--- src/rtl/imem_uart_loader.sv ---
// imem_uart_loader: parses framed program images from the UART receiver and
// writes them word-by-word into instruction RAM, holding fetch in reset
// (memcon_prog_ena) until a frame with a matching checksum has been loaded.
//
// Handshake: uart_rx_valid is a one-cycle strobe qualifying uart_dout; there
// is no ready, every strobed byte is consumed in the cycle it is presented,
// including strobes on consecutive cycles. imem_we is a one-cycle write strobe
// with imem_waddr/imem_wdata valid in the same cycle.
module imem_uart_loader #(
    parameter int          IMEM_WORDS  = 1024,
    parameter int          ADDR_W      = 10,
    parameter logic [7:0]  SYNC_BYTE   = 8'hA5,
    parameter int          TIMEOUT_CYC = 1_000_000
) (
    input  logic              clk,
    input  logic              Rst,
    input  logic              uart_rx_valid,
    input  logic [7:0]        uart_dout,
    output logic              memcon_prog_ena,
    output logic [3:0]        imem_we,
    output logic [ADDR_W-1:0] imem_waddr,
    output logic [31:0]       imem_wdata,
    output logic              load_done,
    output logic              load_err,
    output logic [ADDR_W:0]   words_loaded,
    output logic [2:0]        dbg_state
);

    localparam int TO_W = $clog2(TIMEOUT_CYC + 1);

    typedef enum logic [2:0] {
        S_IDLE   = 3'd0,
        S_LEN_LO = 3'd1,
        S_LEN_HI = 3'd2,
        S_DATA   = 3'd3,
        S_CSUM   = 3'd4
    } state_t;

    state_t            state;
    logic [7:0]        len_lo;
    logic [ADDR_W:0]   len_q;      // N, already bounded by IMEM_WORDS
    logic [ADDR_W:0]   word_idx;
    logic [1:0]        lane;
    logic [23:0]       shreg;      // bytes 0..2 of the word being assembled
    logic [7:0]        sum;
    logic [TO_W-1:0]   to_cnt;

    logic [15:0]       len_n;
    logic [ADDR_W:0]   next_idx;

    assign len_n     = {uart_dout, len_lo};
    assign next_idx  = word_idx + {{ADDR_W{1'b0}}, 1'b1};
    assign dbg_state = state;

    // Frame parser, write generation, status flags and inter-byte timeout.
    always_ff @(posedge clk or posedge Rst) begin
        if (Rst) begin
            state           <= S_IDLE;
            len_lo          <= '0;
            len_q           <= '0;
            word_idx        <= '0;
            lane            <= '0;
            shreg           <= '0;
            sum             <= '0;
            to_cnt          <= '0;
            memcon_prog_ena <= 1'b0;
            imem_we         <= 4'h0;
            imem_waddr      <= '0;
            imem_wdata      <= '0;
            load_done       <= 1'b0;
            load_err        <= 1'b0;
            words_loaded    <= '0;
        end else begin
            imem_we   <= 4'h0;
            load_done <= 1'b0;

            if (state == S_IDLE) begin
                to_cnt <= '0;
                if (uart_rx_valid && uart_dout == SYNC_BYTE) begin
                    state           <= S_LEN_LO;
                    memcon_prog_ena <= 1'b1;
                    load_err        <= 1'b0;
                    word_idx        <= '0;
                    lane            <= '0;
                    sum             <= '0;
                end
            end else if (uart_rx_valid) begin
                to_cnt <= '0;
                case (state)
                    S_LEN_LO: begin
                        len_lo <= uart_dout;
                        state  <= S_LEN_HI;
                    end
                    S_LEN_HI: begin
                        if ({16'd0, len_n} > 32'(IMEM_WORDS)) begin
                            load_err <= 1'b1;
                            state    <= S_IDLE;
                        end else begin
                            len_q <= len_n[ADDR_W:0];
                            state <= (len_n == 16'd0) ? S_CSUM : S_DATA;
                        end
                    end
                    S_DATA: begin
                        sum  <= sum + uart_dout;
                        lane <= lane + 2'd1;
                        if (lane == 2'd3) begin
                            imem_we    <= 4'hF;
                            imem_waddr <= word_idx[ADDR_W-1:0];
                            imem_wdata <= {uart_dout, shreg};
                            word_idx   <= next_idx;
                            if (next_idx == len_q)
                                state <= S_CSUM;
                        end else begin
                            shreg <= {uart_dout, shreg[23:8]};
                        end
                    end
                    S_CSUM: begin
                        if (uart_dout == sum) begin
                            memcon_prog_ena <= 1'b0;
                            load_done       <= 1'b1;
                            words_loaded    <= len_q;
                        end else begin
                            load_err <= 1'b1;
                        end
                        state <= S_IDLE;
                    end
                    default: state <= S_IDLE;
                endcase
            end else if (to_cnt == TO_W'(TIMEOUT_CYC - 1)) begin
                // TIMEOUT_CYC clocks without a byte: abandon the frame, stay held.
                to_cnt   <= '0;
                load_err <= 1'b1;
                state    <= S_IDLE;
            end else begin
                to_cnt <= to_cnt + TO_W'(1);
            end
        end
    end

endmodule

--- config.mk ---
export PLATFORM = sky130hd
export DESIGN_NAME = imem_uart_loader
export DESIGN_NICKNAME = d
export VERILOG_FILES = /design/src/rtl/imem_uart_loader.sv
export SDC_FILE = /design/constraint.sdc
export NUM_CORES = 1
export LEC_CHECK = 0
export CAP_MARGIN = 20
export CORE_ASPECT_RATIO = 1.1
export CORE_UTILIZATION = 46
export CTS_CLUSTER_DIAMETER = 150
export DETAILED_ROUTE_END_ITERATION = 10
export PLACE_DENSITY = 0.67
export SKIP_CTS_REPAIR_TIMING = 1
export SKIP_LAST_GASP = 1
export SLEW_MARGIN = 15
export SYNTH_ARGS = -nofsm -noshare
export SYNTH_HDL_FRONTEND = slang
export SYNTH_SLANG_ARGS = --single-unit
--- constraint.sdc ---
create_clock -name clk -period 8.7 [get_ports clk]
set_input_delay 1.74 -clock clk [delete_from_list [all_inputs] [get_ports clk]]
set_output_delay 1.74 -clock clk [all_outputs]
set_load 0.05 [all_outputs]
# [Yosys cells after proc, flatten, opt, wreduce, memory -nomap -nowiden]
# Index checks and enable logic that the tools add are counted.
[totals] romBits=0 mem_count=0 wordCells=102 input_bits=11 ramBits=0 latch_bits=0 output_inout_bits=63 ff_bits=147
[classes] n_lt_le_gt_ge=1 div_mod_pow=0 muxes=45 reduce_logical=19 mul=0 addsub=4 shifts=0 n_bitwise=3 eq_ne=15
[ops] operator="20-bit two-way mux" n=3
[ops] operator="11-bit two-way mux" n=5
[ops] operator="8-bit two-way mux" n=4
[ops] operator="4-bit AND reduction" n=7
[ops] operator="3-bit two-way mux" n=8
[ops] operator="20-bit by 1-bit adder with 20-bit output (second input constant)" n=1
[ops] operator="20-bit == test (second input constant)" n=1
[ops] operator="16-bit by 11-bit > comparator with 1-bit output (second input constant)" n=1
[ops] operator="16-bit zero test" n=1
[ops] operator="4-bit two-way mux" n=4
[ops] operator="4-bit inequality test (second input constant)" n=4
[ops] operator="1-bit two-way mux" n=15
[ops] operator="11-bit by 1-bit adder with 11-bit output (second input constant)" n=1
[ops] operator="11-bit == test" n=1
[ops] operator="2-bit nonzero test" n=5
[ops] operator="3-bit case mux with 3 select lines" n=1
[ops] operator="8-bit adder" n=1
[ops] operator="8-bit == test" n=1
[ops] operator="8-bit == test (second input constant)" n=1
[ops] operator="2-bit two-way mux" n=4
[ops] operator="3-bit by 2-bit == test with 1-bit output (second input constant)" n=2
[ops] operator="3-bit AND reduction" n=2
[ops] operator="5-bit AND reduction" n=1
[ops] operator="4-bit by 1-bit inequality test with 1-bit output (second input constant)" n=1
[ops] operator="other kinds (10)" n=12

# [Longest topological paths before layout]
# Gate-level depths: netlist of the first run.
[logic_depth] ltp_word=7 mapped_depth=9 mapped_depth_nobuf=9

# [Worst setup path after synthesis of the first run]
# OpenSTA, ideal clock, no wires.
[synth_timing] kind="input-to-reg" startpoint="in uart_dout[7]" endpoint="reg len_q[8]" n_path_buf=2 arrival_ps=3336 setup_ps=125 required_time_ps=8575 stages=7 setup_slack_ps=5239 path_cell_list="clkbuf_1 -> or4_1 -> nor2_1 -> nand2_1 -> a21oi_1 -> buf_4 -> mux2_2"
[synth_via] elab_chain_len=3
[synth_rtl] element="from (decl)" line_no="18" source="input logic [7:0] uart_dout,"
[synth_rtl] element="16-bit by 11-bit > comparator with 1-bit output" line_no="95" source="if ({16'd0, len_n} > 32'(IMEM_WORDS)) begin"
[synth_rtl] element="1-bit NOT (no line)"
[synth_rtl] element="4-bit AND reduction (no line)"
[synth_rtl] element="to (signal assigned)" line_no="99" source="len_q <= len_n[ADDR_W:0];"
[synth_rtl] element="to (decl)" line_no="41" source="logic [ADDR_W:0] len_q;"
# Every way passes these cells.
# A chain may end at the register's enable or synchronous reset.

# [Worst setup path after layout of the first run]
[layout_timing] startpoint="in uart_rx_valid" endpoint="reg word_idx[7]"
[layout_via] elab_chain_len=3 elab_cells_between_ends=4 cone_classes="eq/ne (1); reduce/logical (3)"
[layout_rtl] element="from (decl)" line_no="17" source="input logic uart_rx_valid,"
[layout_rtl] element="1-bit logical AND" line_no="79" source="if (uart_rx_valid && uart_dout == SYNC_BYTE) begin"
[layout_rtl] element="2-bit by 1-bit inequality test with 1-bit output (no line)"
[layout_rtl] element="4-bit AND reduction (no line) (*)"
[layout_rtl] element="to (signal assigned)" line_no="110" source="word_idx <= next_idx;"
[layout_rtl] element="to (decl)" line_no="42" source="logic [ADDR_W:0] word_idx;"
# Every way passes the cells marked *; elsewhere a longest branch is shown, timed or not.

==> reports/qor.csv, run 1 <==
stage,metric,value,unit
worst_setup_path,cell family with most CP delay,buffers and inverters,
worst_setup_path,Worst R2R End,word_idx[7],
worst_setup_path,most frequent CP cell,o21ai_0,
sta,Max-slew headroom,0.315,
die,initial core utilization,0.477,
die,die area,15000,µm²
grt,initial antenna violation count,0,
worst_setup_path,Worst Setup End Kind,register,
synthesis,flip-flop and latch count after synthesis,144,
detailed_routing,final antenna-violating net count,0,
min_path,worst hold path class,reg2reg,
cells_and_area,antenna diode count,0,
synthesis,mean post-synth cell area,9.92,µm²
synthesis,sequential fraction of the synthesis area,0.542,
die,Die Wd,117,µm
synthesis,Post-synth ARST share,1.00,
sta,"Slew Viols, Final",0,
cells_and_area,FF/Latch Area,3600,µm²
detailed_routing,DR WL met2,6920,µm
worst_setup_path,worst reg2reg startpoint,dbg_state[0],
clock_network,htree depth,4,
detailed_routing,Iteration-0 DRC Markers,453,
grt,first-pass GRT wire length,24900,µm
worst_setup_path,Max stage delay on crit path,660,ps
clock_network,clk sinks,144,
power_and_ir_drop,P_leak,3.73,nW
clock_network,cts bufs inserted,17,
worst_setup_path,crit-path cells,clkdlybuf4s50_1 -> nand2_1 -> nor3b_2 -> nand2_2 -> inv_2 -> nor2_1 -> o21ai_0 -> o21ai_0,
grt,Global Route Usage Sum,0.216,
worst_setup_path,crit start category,primary input,
cells_and_area,Final #Nets,755,
grt,grt ovf,0,
detailed_routing,top routing layer in use,met4,
synthesis,Synth Cell Area,6650,µm²
worst_setup_path,worst r2r path cells,7,
clock_network,later-pin clock latency in the skew report,420,ps
detailed_routing,Routed met3 length,663,µm
worst_setup_path,"setup slack, reg-to-reg",5910,ps
sta,Setup TNS,0,ps
synthesis,Synth Flop Type,dfrtp_1,
placement,PortBufs,73,
die,core box area,14000,µm²
sta,FMAX,0.233,GHz
synthesis,post-synth cell types,55,
sta,minimum clock period,4290,ps
cells_and_area,area of the multi-input gates,2840,µm²
run_status,status,finished clean,
cells_and_area,post-synthesis to final-layout area growth,20.5,%
detailed_routing,# DRC,0,
detailed_routing,via count,4973,
min_path,Hold Crit Endpoint,imem_wdata[6],
grt,vias in the first global route,5008,
detailed_routing,wire length per cell,15.7,µm
worst_setup_path,Worst Path Arrival,4570,ps
clock_network,"Clk pin slew, worst setup/hold paths",60,ps
clock_network,Longest Clk Path Bufs,2,
sta,hold slack,461,ps
min_path,Hold Crit Start,shreg[6],
power_and_ir_drop,pwr dens,290,nW/µm²
sta,period utilization,0.494,
worst_setup_path,critical path type,in2reg,
run,Max-cap violations,0,
worst_setup_path,required time of the critical path,8970,ps
placement,Final HPWL DP,10100,µm
detailed_routing,Routed WL,14700,µm
detailed_routing,Detailed Routing Iterations Pass 1,5,
sta,RSZ-0062 raised after global routing,false,
synthesis,number of synthesized flops with an enable pin,0,
cells_and_area,share of cells above drive strength 1,0.114,
sta,setup violators final,0,
sta,Worst Skew,5.65,ps
clock_network,CTS Root Cell,clkbuf_16,
sta,"Hold Vio Cnt, Final",0,
die,IO Count,74,
sta,Worst Tran Pin Value,1030,ps
cells_and_area,# fillers,1239,
worst_setup_path,CP Buf/Inv Count,2,
grt,largest net degree at the start of global routing,78,
detailed_routing,Metal-1 WL,6870,µm
min_path,hold depth,2,
synthesis,cell count after synthesis,671,
detailed_routing,drt via density,5.33,
die,FP Rows,45,
placement,gpl congestion,0.897,
synthesis,YS warnings,0,
power_and_ir_drop,maximum vdd drop,0.172,mV
worst_setup_path,"Max FO, Critical Path",44,
clock_network,CTS tree,built,
die,die height,128,µm
worst_setup_path,Worst path slowest cell,clkdlybuf4s50_1,
synthesis,Post-Syn Nets,693,
[placed cells by master (no fill, tap or decap), types with 4 or more instances in the layout]
master           instances
nand2_1                185
xor2_1                  12
nand3_1                 20
mux2_2                  43
clkbuf_16               17
nor2_1                  44
dfrtp_1                144
or3_1                    7
clkdlybuf4s50_1         73
nand4_1                  4
and3_1                   7
o31ai_1                  4
xnor2_1                 24
or4_1                    5
o21ai_0                 28
inv_1                   16
ha_1                    10
clkbuf_1                 6
nor4_1                   4
a21oi_1                 15
o22ai_1                  4
nor3_1                  10
clkinv_2                 5
nor2b_1                  4
[where the power goes]
part           internal, mW  switching, mW
Sequential            0.832          0.129
Clock                 0.396          0.261
Combinational         0.280          0.429
Total                  1.51          0.818
[routing by layer]
| metal | vias to the layer above | track usage |
|---|---|---|
| li1 | 2396 | - |
| met1 | 2430 | 0.304 |
| met2 | 129 | 0.329 |
| met3 | 18 | 0.0416 |
| met4 | 0 | 0.0834 |
| met5 | - | 0 |
[synthesized netlist by cell type (all sizes together) (5+ instances only)]
library cell,n,area (µm²)
a21oi,16,83.8
and3,8,55.1
buf,17,100
clkbuf,15,56.3
dfrtp,144,3600
ha,10,125
inv,18,67.6
mux2,43,484
nand2,186,698
nand3,20,100
nand4,6,50.0
nor2,45,169
nor3,11,60.1
nor4,5,46.3
o21ai,29,145
or3,7,43.8
or4,5,37.5
xnor2,24,210
xor2,12,105
[kinds of logic after synthesis]
| group | synth area share |
|---|---|
| simple gates | 0.209 |
| fa+ha+maj | 0.0218 |
| buf+inv | 0.0337 |
| xor+xnor | 0.0474 |
| compound gates | 0.0733 |
| mux | 0.0728 |
| flops | 0.542 |
[how the worst max path moves through the flow]
stage	startpoint	endpoint	cells past startpoint
after global placement	uart_rx_valid	shreg[4]	4
final	uart_rx_valid	word_idx[7]	8
after global routing	uart_rx_valid	word_idx[6]	8
after floorplan	Rst	dbg_state[0]	1
after CTS	uart_rx_valid	shreg[0]	4
after detailed placement	uart_rx_valid	shreg[7]	4
[final cells by class]
class                           instances  share of cell area
Sequential cell                       144               0.449
Clock inverter                          7             0.00780
Timing Repair Buffer                   75              0.0930
Multi-Input combinational cell        477               0.354
Inverter                               18             0.00905
Clock buffer                           24              0.0576
Tap cell                              188              0.0293
[state kept, by name (all words and copies together), names as in the netlist, 2 cells and up]
signal        flops
words_loaded     11
imem_waddr       10
word_idx         11
imem_wdata       32
len_lo            8
lane              2
shreg            24
to_cnt           20
len_q            11
dbg_state         3
sum               8
[worst register-to-register path, cell delays in order (launching register included)]
cell,delay (ps)
dfrtp_1,500
nand2_1,160
nor3b_2,590
nand2_2,120
inv_2,570
nor2_1,350
o21ai_0,260
o21ai_0,100
[per-stage QoR]
stage	instance area [µm²]	setup slack, ps	util	cells	power, mW
2_1_floorplan	6650	3090	-	671	1.46
3_3_place_gp	7490	4080	0.536	902	1.65
3_5_place_dp	7490	3930	0.536	902	1.68
4_1_cts	8010	4390	0.574	933	2.34
5_1_grt	8020	4160	0.574	933	2.46
6_report	8020	4410	0.574	933	2.33
No activity file was read; power rests on OpenSTA's default activity.
==> run 2, diff against run 1 <==
- clock period: 8.7 -> 4.4 ns (I/O delays scaled with it)
==> run 2 against run 1 <==
Effect of this change:
- setup slack got worse by 3100 ps
- cell count grew 1.1%
- sequential share of layout area down 0.60 points
- global-route usage is 0.55 points higher
- first-iteration DRC count fell by 8.2%
- register-to-register slack worse by 4100 ps
- power is 100% higher
- critical endpoint is now sum[7]
- sequential power is 100% higher
- combinational power grew 99%
- final area up 1.4%
==> reports/qor.csv, run 2 (synthesis gave the netlist of run 1 again) <==
stage,metric,value,unit
run_status,status,finished clean,
sta,Setup TNS,0,ps
detailed_routing,drt via density,5.39,
detailed_routing,Routed WL,15100,µm
sta,hold slack,465,ps
detailed_routing,Routed met3 length,831,µm
cells_and_area,Final #Nets,765,
detailed_routing,wire length per cell,16.0,µm
detailed_routing,# DRC,0,
die,core box area,14000,µm²
power_and_ir_drop,Total Power,4.68,mW
clock_network,later-pin clock latency in the skew report,420,ps
die,initial core utilization,0.477,
worst_setup_path,crit start category,primary input,
placement,gpl congestion,0.858,
power_and_ir_drop,P_leak,3.79,nW
sta,setup violators final,0,
detailed_routing,final antenna-violating net count,0,
sta,FMAX,0.325,GHz
cells_and_area,antenna diode count,0,
cells_and_area,Largest register FFs,32,
worst_setup_path,critical path type,in2reg,
grt,largest net degree at the start of global routing,97,
clock_network,CTS tree,built,
detailed_routing,Iteration-0 DRC Markers,416,
clock_network,clk sinks,144,
clock_network,Longest Clk Path Bufs,2,
clock_network,CTS Root Cell,clkbuf_16,
sta,"Hold Vio Cnt, Final",0,
clock_network,cts bufs inserted,17,
worst_setup_path,"Max FO, Critical Path",9,
detailed_routing,Metal-1 WL,6950,µm
grt,vias in the first global route,4969,
cells_and_area,"commonest non-fill, non-tap cell in the layout",nand2_1,
grt,initial antenna violation count,0,
die,IO Count,74,
worst_setup_path,Worst Path Arrival,3390,ps
sta,RSZ-0062 raised after global routing,false,
placement,Final HPWL DP,10400,µm
grt,Global Route Usage Sum,0.221,
cells_and_area,Post-Route Utilization,0.582,
cells_and_area,post-synthesis to final-layout area growth,22.1,%
clock_network,"Clk pin slew, worst setup/hold paths",60,ps
sta,Worst Skew,5.47,ps
min_path,worst hold path class,reg2reg,
cells_and_area,biggest regs,"imem_wdata (32), shreg (24), to_cnt (20)",
placement,PortBufs,73,
clock_network,htree depth,4,
cells_and_area,# fillers,1230,
cells_and_area,share of cells above drive strength 1,0.134,
die,Die Wd,117,µm
detailed_routing,top routing layer in use,met4,
die,FP Rows,45,
sta,minimum clock period,3070,ps
sta,Max-slew headroom,0.425,
detailed_routing,Detailed Routing Iterations Pass 1,5,
sta,period utilization,0.699,
run,Max-cap violations,0,
grt,grt ovf,0,
sta,Worst Tran Pin Value,857,ps
grt,first-pass GRT wire length,25000,µm
cells_and_area,"commonest non-fill, non-tap cells in the layout","nand2_1, dfrtp_1, clkdlybuf4s50_1, nor2_1, mux2_2",
cells_and_area,Reg with most FFs,imem_wdata,
detailed_routing,via count,5087,
die,die area,15000,µm²
worst_setup_path,Worst Setup End Kind,register,
power_and_ir_drop,pwr dens,576,nW/µm²
power_and_ir_drop,maximum vdd drop,0.263,mV
die,die height,128,µm
detailed_routing,DR WL met2,7040,µm
worst_setup_path,required time of the critical path,4710,ps
sta,"Slew Viols, Final",0,
==> run 2: cell count changes in the layout (fill, tap and decap cells not counted), sizes merged <==
cell,before,now
clkinv,5,6
clkbuf,24,18
inv,18,20
clkinvlp,1,4
buf,2,12
==> run 2: final timing paths <==
| path | start | end | slack, ps | depth (start not counted) |
|---|---|---|---|---|
| worst max-delay path | uart_dout[2] | sum[7] | 1330 | 8 |
| worst min register to register | shreg[1] | imem_wdata[1] | 470 | 2 |
| worst max register to register | word_idx[0] | dbg_state[2] | 1780 | 7 |
| worst min-delay path | shreg[1] | imem_wdata[1] | 470 | 2 |
| max in group asynchronous | Rst | words_loaded[3] | 2600 | 3 |
| min in group asynchronous | Rst | imem_wdata[12] | 900 | 2 |
==> run 2: worst max-delay path: stages <==
cell and delay (ps):
clkdlybuf4s50_1 620, ha_1 460, inv_1 90, o211ai_1 110
a2111oi_0 670, nor2_1 140, xnor2_1 160, a31o_2 260
==> run 2: where the power goes <==
| part | total, mW | switching, mW | internal (mW) |
|---|---|---|---|
| Combinational | 1.41 | 0.847 | 0.564 |
| Sequential | 1.92 | 0.280 | 1.64 |
| Clock | 1.34 | 0.557 | 0.788 |
==> run 2: stage by stage <==
stage	instances	worst slack (ps)	instance area (µm²)
final	943	1330	8130
after global routing	943	1180	8130
after CTS	943	1380	8130
after detailed placement	912	985	7570
after global placement	912	1040	7570
after floorplan	671	1710	6660
==> run 2: area by class of cell <==
type | count | area, µm² | share of cell area
flip-flops and latches | 144 | 3600 | 0.443
multi-input cells | 477 | 2830 | 0.348
repair buffers | 85 | 833 | 0.103
clock buffers | 18 | 439 | 0.0540
well taps | 188 | 235 | 0.0289
clock inverters | 13 | 113 | 0.0139
inverters | 18 | 71.3 | 0.00878
==> run 2: metal layers <==
metal	GRT usage	vias to the layer above
li1	-	2418
met4	0.0774	0
met2	0.339	149
met1	0.309	2498
met3	0.0492	22
met5	0	-
